--- src/rtl/data_mem_req_queue.sv ---
// Data memory request queue: FIFO of core requests feeding a
// single-outstanding req/gnt/rvalid memory port with timeout.
module data_mem_req_queue #(
  parameter int ADDR_WIDTH = 8,
  parameter int DATA_WIDTH = 32,
  parameter int DEPTH      = 4,
  parameter int TIMEOUT    = 16
) (
  input  logic                    clk,
  input  logic                    rst_n,
  input  logic                    core_req_valid_i,
  output logic                    core_req_ready_o,
  input  logic [ADDR_WIDTH-1:0]   core_addr_i,
  input  logic                    core_we_i,
  input  logic [DATA_WIDTH/8-1:0] core_be_i,
  input  logic [DATA_WIDTH-1:0]   core_wdata_i,
  output logic                    core_resp_valid_o,
  output logic [DATA_WIDTH-1:0]   core_rdata_o,
  output logic                    core_err_o,
  output logic                    mem_req_o,
  output logic [ADDR_WIDTH-1:0]   mem_addr_o,
  output logic                    mem_we_o,
  output logic [DATA_WIDTH/8-1:0] mem_be_o,
  output logic [DATA_WIDTH-1:0]   mem_wdata_o,
  input  logic                    mem_gnt_i,
  input  logic                    mem_rvalid_i,
  input  logic [DATA_WIDTH-1:0]   mem_rdata_i,
  input  logic                    mem_err_i
);

  localparam int BW   = DATA_WIDTH / 8;
  localparam int PW   = $clog2(DEPTH);
  localparam int PTRW = PW + 1;
  localparam int CW   = $clog2(TIMEOUT + 1);

  typedef enum logic [1:0] {
    IDLE, REQ, WAIT_RV, RESP
  } state_t;

  typedef struct packed {
    logic [ADDR_WIDTH-1:0] addr;
    logic                  we;
    logic [BW-1:0]         be;
    logic [DATA_WIDTH-1:0] wdata;
  } entry_t;

  entry_t          fifo_q [DEPTH];
  entry_t          push_entry;
  logic [PTRW-1:0] wr_ptr_q, wr_ptr_d;
  logic [PTRW-1:0] rd_ptr_q, rd_ptr_d;
  logic            full, empty, push, pop;

  state_t          state_q, state_d;
  entry_t          hold_q, hold_d;
  logic [CW-1:0]   cnt_q, cnt_d;
  logic [DATA_WIDTH-1:0] rdata_q, rdata_d;
  logic            err_q, err_d;
  logic            resp_q, resp_d;
  logic            tmo;

  assign full  = (wr_ptr_q[PW] != rd_ptr_q[PW]) &&
                 (wr_ptr_q[PW-1:0] == rd_ptr_q[PW-1:0]);
  assign empty = (wr_ptr_q == rd_ptr_q);
  assign push  = core_req_valid_i && !full;
  assign pop   = (state_q == IDLE) && !empty;
  assign tmo   = (cnt_q == CW'(TIMEOUT - 1));

  assign push_entry = '{
    addr:  core_addr_i,
    we:    core_we_i,
    be:    core_be_i,
    wdata: core_wdata_i
  };

  assign core_req_ready_o  = !full;
  assign core_resp_valid_o = resp_q;
  assign core_rdata_o      = rdata_q;
  assign core_err_o        = err_q;

  // The grant masks req/we so memory never sees req while gnt is high
  assign mem_req_o   = (state_q == REQ) && !mem_gnt_i;
  assign mem_we_o    = mem_req_o && hold_q.we;
  assign mem_addr_o  = hold_q.addr;
  assign mem_be_o    = hold_q.be;
  assign mem_wdata_o = hold_q.wdata;

  // FIFO pointer advance
  always_comb begin
    wr_ptr_d = wr_ptr_q + PTRW'(push);
    rd_ptr_d = rd_ptr_q + PTRW'(pop);
  end

  // Next state, timeout count and response capture
  always_comb begin
    state_d = state_q;
    hold_d  = hold_q;
    cnt_d   = cnt_q;
    rdata_d = rdata_q;
    err_d   = err_q;
    resp_d  = 1'b0;
    unique case (state_q)
      IDLE: begin
        if (!empty) begin
          hold_d  = fifo_q[rd_ptr_q[PW-1:0]];
          cnt_d   = '0;
          state_d = REQ;
        end
      end
      REQ: begin
        if (mem_gnt_i) begin
          cnt_d   = '0;
          state_d = WAIT_RV;
        end else if (tmo) begin
          rdata_d = '0;
          err_d   = 1'b1;
          resp_d  = 1'b1;
          state_d = RESP;
        end else begin
          cnt_d = cnt_q + CW'(1);
        end
      end
      WAIT_RV: begin
        if (mem_rvalid_i) begin
          rdata_d = hold_q.we ? '0 : mem_rdata_i;
          err_d   = mem_err_i;
          resp_d  = 1'b1;
          state_d = RESP;
        end else if (tmo) begin
          rdata_d = '0;
          err_d   = 1'b1;
          resp_d  = 1'b1;
          state_d = RESP;
        end else begin
          cnt_d = cnt_q + CW'(1);
        end
      end
      RESP: begin
        state_d = IDLE;
      end
      default: begin
        state_d = IDLE;
      end
    endcase
  end

  // FIFO storage
  always_ff @(posedge clk or negedge rst_n) begin
    if (!rst_n) begin
      for (int i = 0; i < DEPTH; i++) begin
        fifo_q[i] <= '0;
      end
    end else if (push) begin
      fifo_q[wr_ptr_q[PW-1:0]] <= push_entry;
    end
  end

  // Control and output registers
  always_ff @(posedge clk or negedge rst_n) begin
    if (!rst_n) begin
      wr_ptr_q <= '0;
      rd_ptr_q <= '0;
      state_q  <= IDLE;
      hold_q   <= '0;
      cnt_q    <= '0;
      rdata_q  <= '0;
      err_q    <= 1'b0;
      resp_q   <= 1'b0;
    end else begin
      wr_ptr_q <= wr_ptr_d;
      rd_ptr_q <= rd_ptr_d;
      state_q  <= state_d;
      hold_q   <= hold_d;
      cnt_q    <= cnt_d;
      rdata_q  <= rdata_d;
      err_q    <= err_d;
      resp_q   <= resp_d;
    end
  end

endmodule

--- config.mk ---
export PLATFORM = sky130hd
export DESIGN_NAME = data_mem_req_queue
export DESIGN_NICKNAME = d
export VERILOG_FILES = /design/src/rtl/data_mem_req_queue.sv
export SDC_FILE = /design/constraint.sdc
export NUM_CORES = 1
export LEC_CHECK = 0
export CAP_MARGIN = 20
export CORE_MARGIN = 5
export CORE_UTILIZATION = 35
export CTS_CLUSTER_SIZE = 8
export DETAILED_ROUTE_END_ITERATION = 6
export PLACE_DENSITY = 0.6
export SLEW_MARGIN = 20
export SYNTH_ARGS = -nofsm -noshare
export SYNTH_HDL_FRONTEND = slang
export SYNTH_SLANG_ARGS = --single-unit
--- constraint.sdc ---
create_clock -name clk -period 2.7 [get_ports clk]
set_input_delay 0.54 -clock clk [delete_from_list [all_inputs] [get_ports clk]]
set_output_delay 0.54 -clock clk [all_outputs]
set_load 0.01 [all_outputs]
==> flow_summary.ini <==
[setup_path]
timing.critical_path.fanout_max = 5
criticalPathCategory = reg -> out
critical_path.startpoint_type = flip-flop
critPathArrivalTime_ps = 2050
setup.worst_path.end_class = output pin
timing.critical_path.required_ps = 2160

[synth]
synthesis.area_per_instance_sq_um = 16.09
synth_edf_count = 0
post_synth_inst_count = 731
post_synth_num_cell_types = 36
synthArstFlopShare = 1.000
synth.ff_latch_count = 272
synth.yosys.seq_area_share = 0.5788
top_ff_cell_synth = sky130_fd_sc_hd__dfrtp_1
mappedNetlistArea_sq_mm = 0.01176
synth_nets = 822
yosys_warnings = 0

[finish]
final_nets = 964
post_route_cells_drive_above_1_share = 0.3970
final_cell_mix = 270 x sky130_fd_sc_hd__dfrtp_1, 226 x sky130_fd_sc_hd__mux2_2, 162 x sky130_fd_sc_hd__clkdlybuf4s50_1, 45 x sky130_fd_sc_hd__mux4_2, 41 x sky130_fd_sc_hd__clkbuf_16
insertedDiodeCount = 0
register_area_sq_mm = 0.006812
area_growth_syn_to_layout_pct = 24.67
multi_input_combinational_cell_area_sq_mm = 0.004350
instances_no_fill = 1322
final_common_cell = sky130_fd_sc_hd__dfrtp_1
fill_cells = 3050

[hold_path]
worst_hold_path_type = reg -> reg

[pwr]
power.switching_fraction = 0.2886
total_leakage_power_nw = 6.156
net-switching-power_mw = 5.552
sequentialPowerShare = 0.376
power.ir.vdd_worst_uv = 531.4
comb_power_share = 0.403
internal_power_mw = 13.69
power_density_mw_per_mm2 = 1312
power.total_mw = 19.24
power_frac_clock = 0.221

[detailed_routing]
routed_via_density = 4.930
postRouteAntennaNets = 0
first_pass_iters = 4
vias = 6517
avgRoutedWirePerCell_um = 18.96
postRouteWirelength_mm = 25.07
remaining_drc_errors = 0
initialDrtViolationCount = 175

[clock_tree]
worst_setup_hold_path_clk_slew_ps = 50
tritoncts.num_buffers = 39
cts-root-to-sink-buffers = 3
htree_levels = 2
clock_root_buffer_master = sky130_fd_sc_hd__clkbuf_16
clock_insertion_delay_worst_skew_ps = 510
cts_tree = yes
cts.sink_count = 272

[floorplanning]
core_sq_mm = 0.03336
design.die.area_sq_mm = 0.03737
row_count = 67
design.portCount = 164
die_width_um = 193.3
floorplan.die.height_um = 193.3
start_util = 0.3525

[status]
status = finished, final reports clean

[timing]
post_route_clock_period_utilization = 0.9601
fin_worst_skew_ps = 19.47
post_route_minimum_period_ps = 2592
max_freq_mhz = 385.8
hold_slack_ps = 496.0
max_slew_margin = 0.4701
worst-slew-pin-transition_ps = 794.9
final.setup.tns_ps = 0
timing.final.setup_violations = 0
hold_violations = 0
grt_setup_unrepaired = no
timing_max_transition_violations_final = 0

[job]
maxCapViolCount = 0

[grt]
grt.total_usage = 0.1343
overflow = 0
grt_pass1_vias = 7216
grt_start_max_net_pins = 64
global_route_wire_length_before_repair_mm = 40.96
initial_antenna_violation_count = 2

[placement]
portBuffers = 163
place_congestion = 0.7246
placedCellCount = 1278
detailedPlacementHpwl_mm = 15.28
-- Yosys cell counts, drive strengths merged, types with 4 or more instances --
cell	n	area, sq um
o21ai	5	25.02
ha	8	100.1
mux2	226	2545
clkbuf	12	45.04
inv	6	22.52
a21oi	4	20.02
dfrtp	272	6807
a22o	33	289.0
buf	73	571.8
nand2	7	28.78
mux4	45	1013
nand3	6	35.03
a31oi	4	40.04
nor2	4	15.01
-- worst max-delay path, stage by stage, from the launching register on --
cell	delay, ps
sky130_fd_sc_hd__dfrtp_1	390
sky130_fd_sc_hd__inv_1	100
sky130_fd_sc_hd__ha_2	230
sky130_fd_sc_hd__nor2b_4	170
sky130_fd_sc_hd__and2_1	130
sky130_fd_sc_hd__clkdlybuf4s50_1	530
-- final cells by class --
cell class,instances,share of cell area
sequential,272,0.4646
multi-input combinational,368,0.2967
timing repair buffer,186,0.1287
clock buffer,42,0.07023
tap,448,0.03823
inverter,6,0.001536
-- sequential cells by signal, summed over array words and instances (netlist names) --
register	flops
core_resp_valid_o	1
wr_ptr_q	3
mem_be_o	4
mem_wdata_o	32
mem_addr_o	8
core_rdata_o	32
fifo_q	180
hold_q	1
rd_ptr_q	3
cnt_q	5
core_err_o	1
state_q	2
-- layer usage --
metal	vias up	wire, um	share of wire	track usage
met2	138	12110	0.48	0.2197
met4	4	329	0.013	0.03147
met5	-	25	0.0010	0
li1	2924	-	-	-
met3	32	1130	0.045	0.03374
met1	3419	11470	0.46	0.1818
-- power by group through the flow --
stage          Combinational (mW)  Clock (mW)  Sequential (mW)
4_1_cts                      7.96        4.43             7.25
5_1_grt                      8.44        4.59             7.48
3_3_place_gp                 7.78           0             7.24
6_report                     7.76        4.25             7.23
2_1_floorplan                5.84           0             7.07
3_5_place_dp                 7.92           0             7.29
-- per-stage QoR --
step                  util  setup slack (ps)  cell area, sq um
finish              0.4394             107.8             14660
global route        0.4394             13.11             14660
CTS                 0.4388             29.45             14640
detailed placement  0.4073             154.5             13590
global placement    0.4073             189.3             13590
floorplan                -             620.8             11760
-- what timing repair did --
item	4_1_cts	5_1_grt
buffers inserted	0	1
gates resized for setup	3	2
hold endpoints to repair	28	0
hold buffers	1	0
setup endpoints to repair	2	2
-- logic make-up after synthesis --
| family | count (synthesis) | synth area share |
|---|---|---|
| DFF | 272 | 0.5788 |
| muxes | 271 | 0.3026 |
| buffers and inverters | 91 | 0.05437 |
| AOI/OAI and AO/OA | 54 | 0.03735 |
| and+or+nand+nor | 29 | 0.01394 |
| adders and majority gates | 8 | 0.008512 |
| xor gates and xnor gates | 6 | 0.004469 |
-- path summary, 6_finish.rpt --
kind	start	endpoint	slack [ps]	cells after the start
min	fifo_q[83]$_DFFE_PN0P_	fifo_q[83]$_DFFE_PN0P_	500	1
max in group asynchronous	rst_n	core_rdata_o[5]$_DFFE_PN0P_	1330	4
max reg2reg	cnt_q[0]$_DFFE_PN0P_	core_rdata_o[13]$_DFFE_PN0P_	670	6
min in group asynchronous	rst_n	core_rdata_o[2]$_DFFE_PN0P_	590	2
max	state_q[1]$_DFFE_PN0P_	mem_we_o	110	5
min reg2reg	fifo_q[83]$_DFFE_PN0P_	fifo_q[83]$_DFFE_PN0P_	500	1
No activity file was read; power rests on OpenSTA's default activity.
